$ cat src/rtl/dbg_uart_loader.sv
// UART-framed debug memory loader: decodes W/R/H/G byte frames into debug-port
// word accesses and CPU halt control, and returns ACK/NAK or read data bytes.
module dbg_uart_loader #(
  parameter int RD_LAT      = 1,
  parameter int TIMEOUT     = 1000000,
  parameter bit BOOT_HALTED = 1'b1
) (
  input  logic        clk,
  input  logic        reset,
  input  logic [7:0]  rx_data,
  input  logic        rx_valid,
  output logic [7:0]  tx_data,
  output logic        tx_valid,
  input  logic        tx_ready,
  output logic        dbg_mem_op,
  output logic [31:0] dbg_adr,
  output logic [31:0] dbg_do,
  output logic [3:0]  dbg_wren,
  input  logic [31:0] dbg_di,
  output logic        cpu_n_reset
);

  localparam int TW = $clog2(TIMEOUT + 1);
  localparam logic [7:0] ACK = 8'h06;
  localparam logic [7:0] NAK = 8'h15;

  typedef enum logic [2:0] {IDLE, ADDR, DATA, MEM_WR, MEM_RD, RESP} state_t;

  state_t        state, state_nx;
  logic [1:0]    byte_cnt;
  logic [TW-1:0] to_cnt;
  logic          to_hit;
  logic          is_wr;
  logic          halt;
  logic [31:0]   adr_sh, do_sh, rd_sh;
  logic [2:0]    rd_cnt;
  logic [1:0]    tx_left;

  assign to_hit      = !rx_valid && (to_cnt == TW'(TIMEOUT - 1));
  assign dbg_mem_op  = (state == MEM_WR) || (state == MEM_RD);
  assign dbg_wren    = (state == MEM_WR) ? 4'hF : 4'h0;
  assign cpu_n_reset = ~halt;

  always_ff @(posedge clk or posedge reset)
    if (reset) state <= IDLE;
    else       state <= state_nx;

  always_comb begin
    state_nx = state;
    case (state)
      IDLE:   if (rx_valid) state_nx = (rx_data == 8'h57 || rx_data == 8'h52) ? ADDR : RESP;
      ADDR:   if (rx_valid && byte_cnt == 2'd3) state_nx = is_wr ? DATA : MEM_RD;
              else if (to_hit) state_nx = IDLE;
      DATA:   if (rx_valid && byte_cnt == 2'd3) state_nx = MEM_WR;
              else if (to_hit) state_nx = IDLE;
      MEM_WR: state_nx = RESP;
      MEM_RD: if (rd_cnt == 3'(RD_LAT)) state_nx = RESP;
      RESP:   if (tx_valid && tx_ready && tx_left == 2'd0) state_nx = IDLE;
      default: state_nx = IDLE;
    endcase
  end

  always_ff @(posedge clk or posedge reset) begin
    if (reset) begin
      byte_cnt <= '0;
      to_cnt   <= '0;
      is_wr    <= 1'b0;
      halt     <= BOOT_HALTED;
      adr_sh   <= '0;
      do_sh    <= '0;
      rd_sh    <= '0;
      rd_cnt   <= '0;
      tx_left  <= '0;
      tx_valid <= 1'b0;
      tx_data  <= '0;
      dbg_adr  <= '0;
      dbg_do   <= '0;
    end else begin
      // Inter-byte watchdog only runs while a frame is partially received.
      if ((state == ADDR || state == DATA) && !rx_valid && !to_hit) to_cnt <= to_cnt + 1'b1;
      else to_cnt <= '0;

      case (state)
        IDLE: begin
          byte_cnt <= '0;
          if (rx_valid) begin
            is_wr   <= (rx_data == 8'h57);
            tx_left <= '0;
            case (rx_data)
              8'h57, 8'h52: ;
              8'h48: begin halt <= 1'b1; tx_valid <= 1'b1; tx_data <= ACK; end
              8'h47: begin halt <= 1'b0; tx_valid <= 1'b1; tx_data <= ACK; end
              default: begin tx_valid <= 1'b1; tx_data <= NAK; end
            endcase
          end
        end
        ADDR: if (rx_valid) begin
          byte_cnt <= byte_cnt + 1'b1;
          adr_sh   <= {rx_data, adr_sh[31:8]};
          if (byte_cnt == 2'd3 && !is_wr) dbg_adr <= {rx_data, adr_sh[31:10], 2'b00};
        end
        DATA: if (rx_valid) begin
          byte_cnt <= byte_cnt + 1'b1;
          do_sh    <= {rx_data, do_sh[31:8]};
          // Bus address/data only move when an access is committed.
          if (byte_cnt == 2'd3) begin
            dbg_do  <= {rx_data, do_sh[31:8]};
            dbg_adr <= {adr_sh[31:2], 2'b00};
          end
        end
        MEM_WR: begin
          tx_valid <= 1'b1;
          tx_data  <= ACK;
          tx_left  <= '0;
        end
        MEM_RD: if (rd_cnt == 3'(RD_LAT)) begin
          rd_cnt   <= '0;
          tx_valid <= 1'b1;
          tx_data  <= dbg_di[7:0];
          rd_sh    <= {8'h00, dbg_di[31:8]};
          tx_left  <= 2'd3;
        end else begin
          rd_cnt <= rd_cnt + 1'b1;
        end
        RESP: if (tx_valid && tx_ready) begin
          if (tx_left == 2'd0) tx_valid <= 1'b0;
          else begin
            tx_data <= rd_sh[7:0];
            rd_sh   <= rd_sh >> 8;
            tx_left <= tx_left - 1'b1;
          end
        end
        default: ;
      endcase
    end
  end

endmodule

$ cat config.mk
export PLATFORM = sky130hd
export DESIGN_NAME = dbg_uart_loader
export DESIGN_NICKNAME = d
export VERILOG_FILES = /design/src/rtl/dbg_uart_loader.sv
export SDC_FILE = /design/constraint.sdc
export NUM_CORES = 1
export LEC_CHECK = 0
export CORE_ASPECT_RATIO = 0.6
export CORE_MARGIN = 10
export CORE_UTILIZATION = 45
export DETAILED_ROUTE_END_ITERATION = 6
export PLACE_DENSITY = 0.71
export SETUP_SLACK_MARGIN = 0.1
export SLEW_MARGIN = 0
export SYNTH_ARGS = -nofsm -noshare
export SYNTH_HDL_FRONTEND = slang
export SYNTH_SLANG_ARGS = --single-unit
export TNS_END_PERCENT = 100
$ cat constraint.sdc
create_clock -name clk -period 6.65 [get_ports clk]
set_input_delay 0.9975 -clock clk [delete_from_list [all_inputs] [get_ports clk]]
set_output_delay 0.9975 -clock clk [all_outputs]
set_load 0.01 [all_outputs]
==> results of run 1 <==
-- kinds of logic after synthesis --
logic type / share of synthesized area, %
DFF: 55.9
muxes: 23.9
and+or+nand+nor: 9.37
AOI/OAI and AO/OA: 5.11
buffers and inverters: 3.38
xor gates and xnor gates: 1.62
adders and majority gates: 0.710
other: 0.0463
-- worst min-delay path by stage --
| stage | end | cells past startpoint |
|---|---|---|
| 6_report | dbg_adr[16] | 2 |
| 5_1_grt | rd_sh[11] | 1 |
| 4_1_cts | dbg_adr[16] | 2 |
| 3_5_place_dp | dbg_adr[16] | 2 |
| 3_3_place_gp | dbg_adr[3] | 2 |
| 2_1_floorplan | rd_cnt[2] | 1 |
-- cells in the final DEF, fill, tap and decap left out, drive strengths merged, types with 7 or more instances in the layout --
cell type | Yosys | final
nand4 | 7 | 7
nor3 | 7 | 7
inv | 21 | 28
clkdlybuf4s50 | 0 | 120
dfrtp | 180 | 180
a21oi | 14 | 14
mux2i | 46 | 46
nor2 | 24 | 24
clkbuf | 15 | 19
mux2 | 131 | 131
nand2 | 53 | 53
nand3 | 14 | 14
o21ai | 39 | 39
xnor2 | 11 | 11
-- cell type report --
| type | instances | area [um2] |
|---|---|---|
| Fill cell | 1396 | 7360 |
| Sequential cell | 181 | 4530 |
| Multi-Input combinational cell | 416 | 3320 |
| Timing Repair Buffer | 126 | 1250 |
| Clock buffer | 19 | 433 |
| Tap cell | 234 | 293 |
| Clock inverter | 13 | 138 |
| Inverter | 21 | 83.8 |
-- through the flow --
step	setup WS [ns]	cells
after floorplan	0.739	658
after global placement	3.37	978
after detailed placement	3.28	978
after CTS	3.02	1010
after global routing	2.83	1010
final	3.03	1010
-- flip-flops by register name (all words and copies together) (netlist names) --
name and count:
dbg_adr 30, halt 1, tx_data 8, rd_cnt 3, tx_left 2, byte_cnt 2, tx_valid 1, rd_sh 24
do_sh 24, is_wr 1, to_cnt 20, dbg_do 32, state 3, adr_sh 30
-- worst max-delay path: cells and delay by family (launching register included) --
family                 cells  cell delay, ns
buffers and inverters      1            0.59
AND/OR/NAND/NOR            1            0.48
flip-flops                 1            0.77
AO/OA/AOI/OAI              1            0.36
-- metal layers --
layer	vias to the layer above	global-route usage, %
met5	-	0
met4	0	3.13
met3	9	5.23
met2	126	23.2
met1	2662	19.6
li1	2528	-
-- where the power goes --
group | internal [mW] | switching [mW]
sequential | 1.40 | 0.219
combinational | 0.669 | 0.542
clock | 0.501 | 0.464
==> qor.yml, run 1 <==
grt:
  grt_pass1_vias: 5525
  overflow: 0
  antenna_found_initial: 0
  grt_max_degree: 122
  track_usage_pct: 14.8
  grt_pass1_wl_um: 29000
critical_path:
  rr_worst_depth: 4
  critPathLaunchType: "register"
  critPathKind: "register to output pin"
  slowest_stage: "dfrtp_1"
  endpoint: "dbg_mem_op"
  cp-end-kind: "output pin"
  slowest_delay_ns: 0.77
  arrival_ns: 2.63
  crit_path_max_fanout: 18
  r2r_end: "do_sh[23]"
  r2r_start: "state[1]"
  crit_chain: "nand2b_1, o21ai_0, clkdlybuf4s50_1"
  reg2reg_slack_ns: 3.31
  cp-startpoint: "state[2]"
  crit_required_ns: 5.65
sta:
  finalHoldViolCount: 0
  clock_skew_ns: 0.0141
  tns_ns: 0
  maxSlewHeadroom_pct: 26.8
  setup_viol: 0
  slew_violations: 0
  rsz0062_at_grt: "false"
  final.min_clock_period_ns: 3.62
  tightest_slew_ns: 1.10
  hold_ws_ns: 0.481
  fmax_mhz: 276
  finalCritPeriodShare_pct: 54.5
detailed_routing:
  vias_per_cell: 5.27
  drtAntennaViolNets: 0
  wl_met2_um: 8130
  routed_wl_um: 17900
  first_iter_violations: 423
  drc: 0
  post_drt_wl_per_cell_um: 17.7
  m1WireLength_um: 8560
  wl_met3_um: 1140
  first_pass_iters: 5
  top_layer: "met4"
  vias: 5325
finish:
  layout.nets: 810
  drive_gt1_share_pct: 23.1
  syn_to_final_growth_pct: 23.9
  utilization_pct: 57.7
  diodes: 0
  design_area_um2: 10000
logic_synthesis:
  synth_area_leader_cell: "dfrtp_1"
  synth_seq_area_share_pct: 55.9
  synth.most_common_cell: "dfrtp_1"
  ys_ff_latch: 181
  synth_area_um2: 8110
  synth.avg_cell_area_um2: 12.3
  synth_top_area_share_pct: 55.6
  synthArstFlopShare_pct: 100
  synth_cell_type_count: 57
  synth_edf_count: 0
  ys_top_cells_by_count: "180 x dfrtp_1, 130 x mux2_2, 53 x nand2_1"
  ys_warn_count: 0
  synth_ff_type: "dfrtp_1"
  synthCells: 657
  synth.area.top_cells: "dfrtp_1 56%, mux2_2 18%, mux2i_1 5.7%"
die:
  die_w_um: 193
  die_h_um: 124
  rows: 37
  fp.dieArea_um2: 24000
  initial_core_util_pct: 46.6
  pin_count: 123
  coreArea_um2: 17400
clocking:
  cts_tree: "built"
  numCtsBuffers: 17
  ctsHoldBuffers: 0
  clock_latency_ns: 0.42
  cts.clk_slew.worst_paths_ns: 0.08
  clock_sinks: 181
  cts-root-buf: "clkbuf_16"
  htree_levels: 4
  post_cts_buffers: 0
  clock_path_buffers: 2
  ctsResizeCount: 0
power:
  ir_drop_mv: 0.259
  p_leak_nw: 4.35
  total_power_mw: 3.80
  power_density_nw_per_um2: 378
min_path:
  hp-class: "register to register"
  worstHoldStart: "dbg_adr[16]"
placement:
  post-dp-hpwl_um: 12700
  place_area_um2: 9480
  numPortBuffers: 120
  routabilityCongestion: 0.802
status:
  status: "complete, no violations"
run:
  cap_violations: 0
Note: power is estimated with default switching activity, not from simulation.
==> run 2: changes to the inputs <==
==> constraint.sdc (replaced) <==
create_clock -name clk -period 3.54 [get_ports clk]
set_input_delay 0.531 -clock clk [delete_from_list [all_inputs] [get_ports clk]]
set_output_delay 0.531 -clock clk [all_outputs]
set_load 0.01 [all_outputs]
==> run 2 against run 1 <==
  * Critical path depth unchanged
  * Combinational power increased by 87%
  * Non-clock buffer count increased by 5
  * Largest cell class unchanged
  * Largest power group unchanged
  * Highest routed layer unchanged
==> qor.yml, run 2 (synthesized netlist as in run 1, its figures left out) <==
critical_path:
  crit_required_ns: 3.01
  r2r_start: "state[2]"
  cp-end-kind: "output pin"
  cp-startpoint: "state[2]"
  critPathLaunchType: "register"
  rr_worst_depth: 4
  reg2reg_slack_ns: 0.80
  arrival_ns: 2.52
  critPathKind: "register to output pin"
  r2r_end: "rd_sh[2]"
  crit_path_max_fanout: 18
finish:
  final_common_cell: "dfrtp_1"
  largest_register_ffs: 32
  layout.nets: 815
  drive_gt1_share_pct: 23.7
  regMostFlops: "dbg_do"
  diodes: 0
  final_cell_mix: "180 x dfrtp_1, 130 x mux2_2, 120 x clkdlybuf4s50_1, 53 x nand2_1, 46 x mux2i_1"
  fillers: 1461
  syn_to_final_growth_pct: 25.0
  instances_no_fill: 1015
  largest_registers: "dbg_do (32), adr_sh (30), dbg_adr (30)"
grt:
  antenna_found_initial: 0
  grt_max_degree: 74
  grt_pass1_vias: 5685
  overflow: 0
  track_usage_pct: 15.1
  grt_pass1_wl_um: 29700
clocking:
  clock_latency_ns: 0.42
  cts_tree: "built"
  numCtsBuffers: 17
  cts.clk_slew.worst_paths_ns: 0.08
  ctsHoldBuffers: 0
  ctsResizeCount: 0
  clock_path_buffers: 2
  cts-root-buf: "clkbuf_16"
  clock_sinks: 181
  post_cts_buffers: 0
  htree_levels: 4
die:
  rows: 37
  die_w_um: 193
  initial_core_util_pct: 46.6
  pin_count: 123
  die_h_um: 124
  fp.dieArea_um2: 24000
  coreArea_um2: 17400
power:
  ir_drop_mv: 0.360
  p_leak_nw: 4.39
  power_density_nw_per_um2: 708
sta:
  finalCritPeriodShare_pct: 86.3
  finalHoldViolCount: 0
  setup_viol: 0
  tns_ns: 0
  final.min_clock_period_ns: 3.05
  tightest_slew_ns: 0.960
  rsz0062_at_grt: "false"
  fmax_mhz: 327
  maxSlewHeadroom_pct: 35.8
  hold_ws_ns: 0.484
  clock_skew_ns: 0.0158
  slew_violations: 0
detailed_routing:
  vias_per_cell: 5.24
  drc: 0
  post_drt_wl_per_cell_um: 17.6
  drtAntennaViolNets: 0
  routed_wl_um: 17900
  first_iter_violations: 405
  first_pass_iters: 4
  vias: 5323
min_path:
  worstHoldStart: "dbg_adr[13]"
  hp-class: "register to register"
  min_path_cells: 2
  min_to: "dbg_adr[13]"
placement:
  numPortBuffers: 120
  dp.cells: 983
  routabilityCongestion: 0.796
  post-dp-hpwl_um: 12800
status:
  status: "complete, no violations"
run:
  cap_violations: 0
## run 2: cell count changes in the layout (fill, tap and decap cells not counted), sizes merged
cell / previous run / this run
buf: 6 / 11
clkbuf: 19 / 18
clkinv: 5 / 6
## run 2: how the worst max path moves through the flow
stage                            end  slack, ns  cells after the start
after floorplan           adr_sh[10]       0.69                      1
after global placement      rd_sh[5]       0.88                      4
after detailed placement    rd_sh[2]       0.81                      4
after CTS                 dbg_mem_op       0.45                      3
after global routing      dbg_mem_op       0.31                      3
final                     dbg_mem_op       0.49                      3
## run 2: per-stage QoR
stage	power (mW)	setup slack [ns]	area, um2	utilization, %
floorplan	4.51	0.687	8110	-
global placement	5.27	0.881	9550	54.9
detailed placement	5.39	0.807	9550	54.9
CTS	7.25	0.446	10100	58.2
global route	7.62	0.305	10100	58.2
finish	7.17	0.486	10100	58.2
## run 2: layer usage
layer	vias up	share of wire [%]	GRT usage, %	routed length [um]
li1	2527	-	-	-
met1	2658	47	20.3	8440
met2	121	45	23.0	8000
met3	17	7.0	5.05	1260
met4	0	0.99	4.34	177
met5	-	0	0	0
## run 2: critical path, stage by stage, from the launching register on
cell and delay (ns):
dfrtp_1 0.75, nand2b_1 0.45, o21ai_0 0.33, clkdlybuf4s50_1 0.58
## run 2: area by class of cell
type | instances | area, um2 | area share, %
Tap cell | 234 | 293 | 2.89
Timing Repair Buffer | 131 | 1320 | 13.0
Sequential cell | 181 | 4530 | 44.7
Clock inverter | 14 | 153 | 1.51
Multi-Input combinational cell | 416 | 3320 | 32.8
Inverter | 21 | 82.6 | 0.815
Clock buffer | 18 | 429 | 4.24
## run 2: power breakdown
part	switching [mW]	total, mW	internal, mW	leakage (nW)
Sequential	0.438	3.07	2.63	2.36
Combinational	0.995	2.26	1.26	1.75
Clock	0.898	1.85	0.947	0.285
Total	2.33	7.17	4.84	4.39
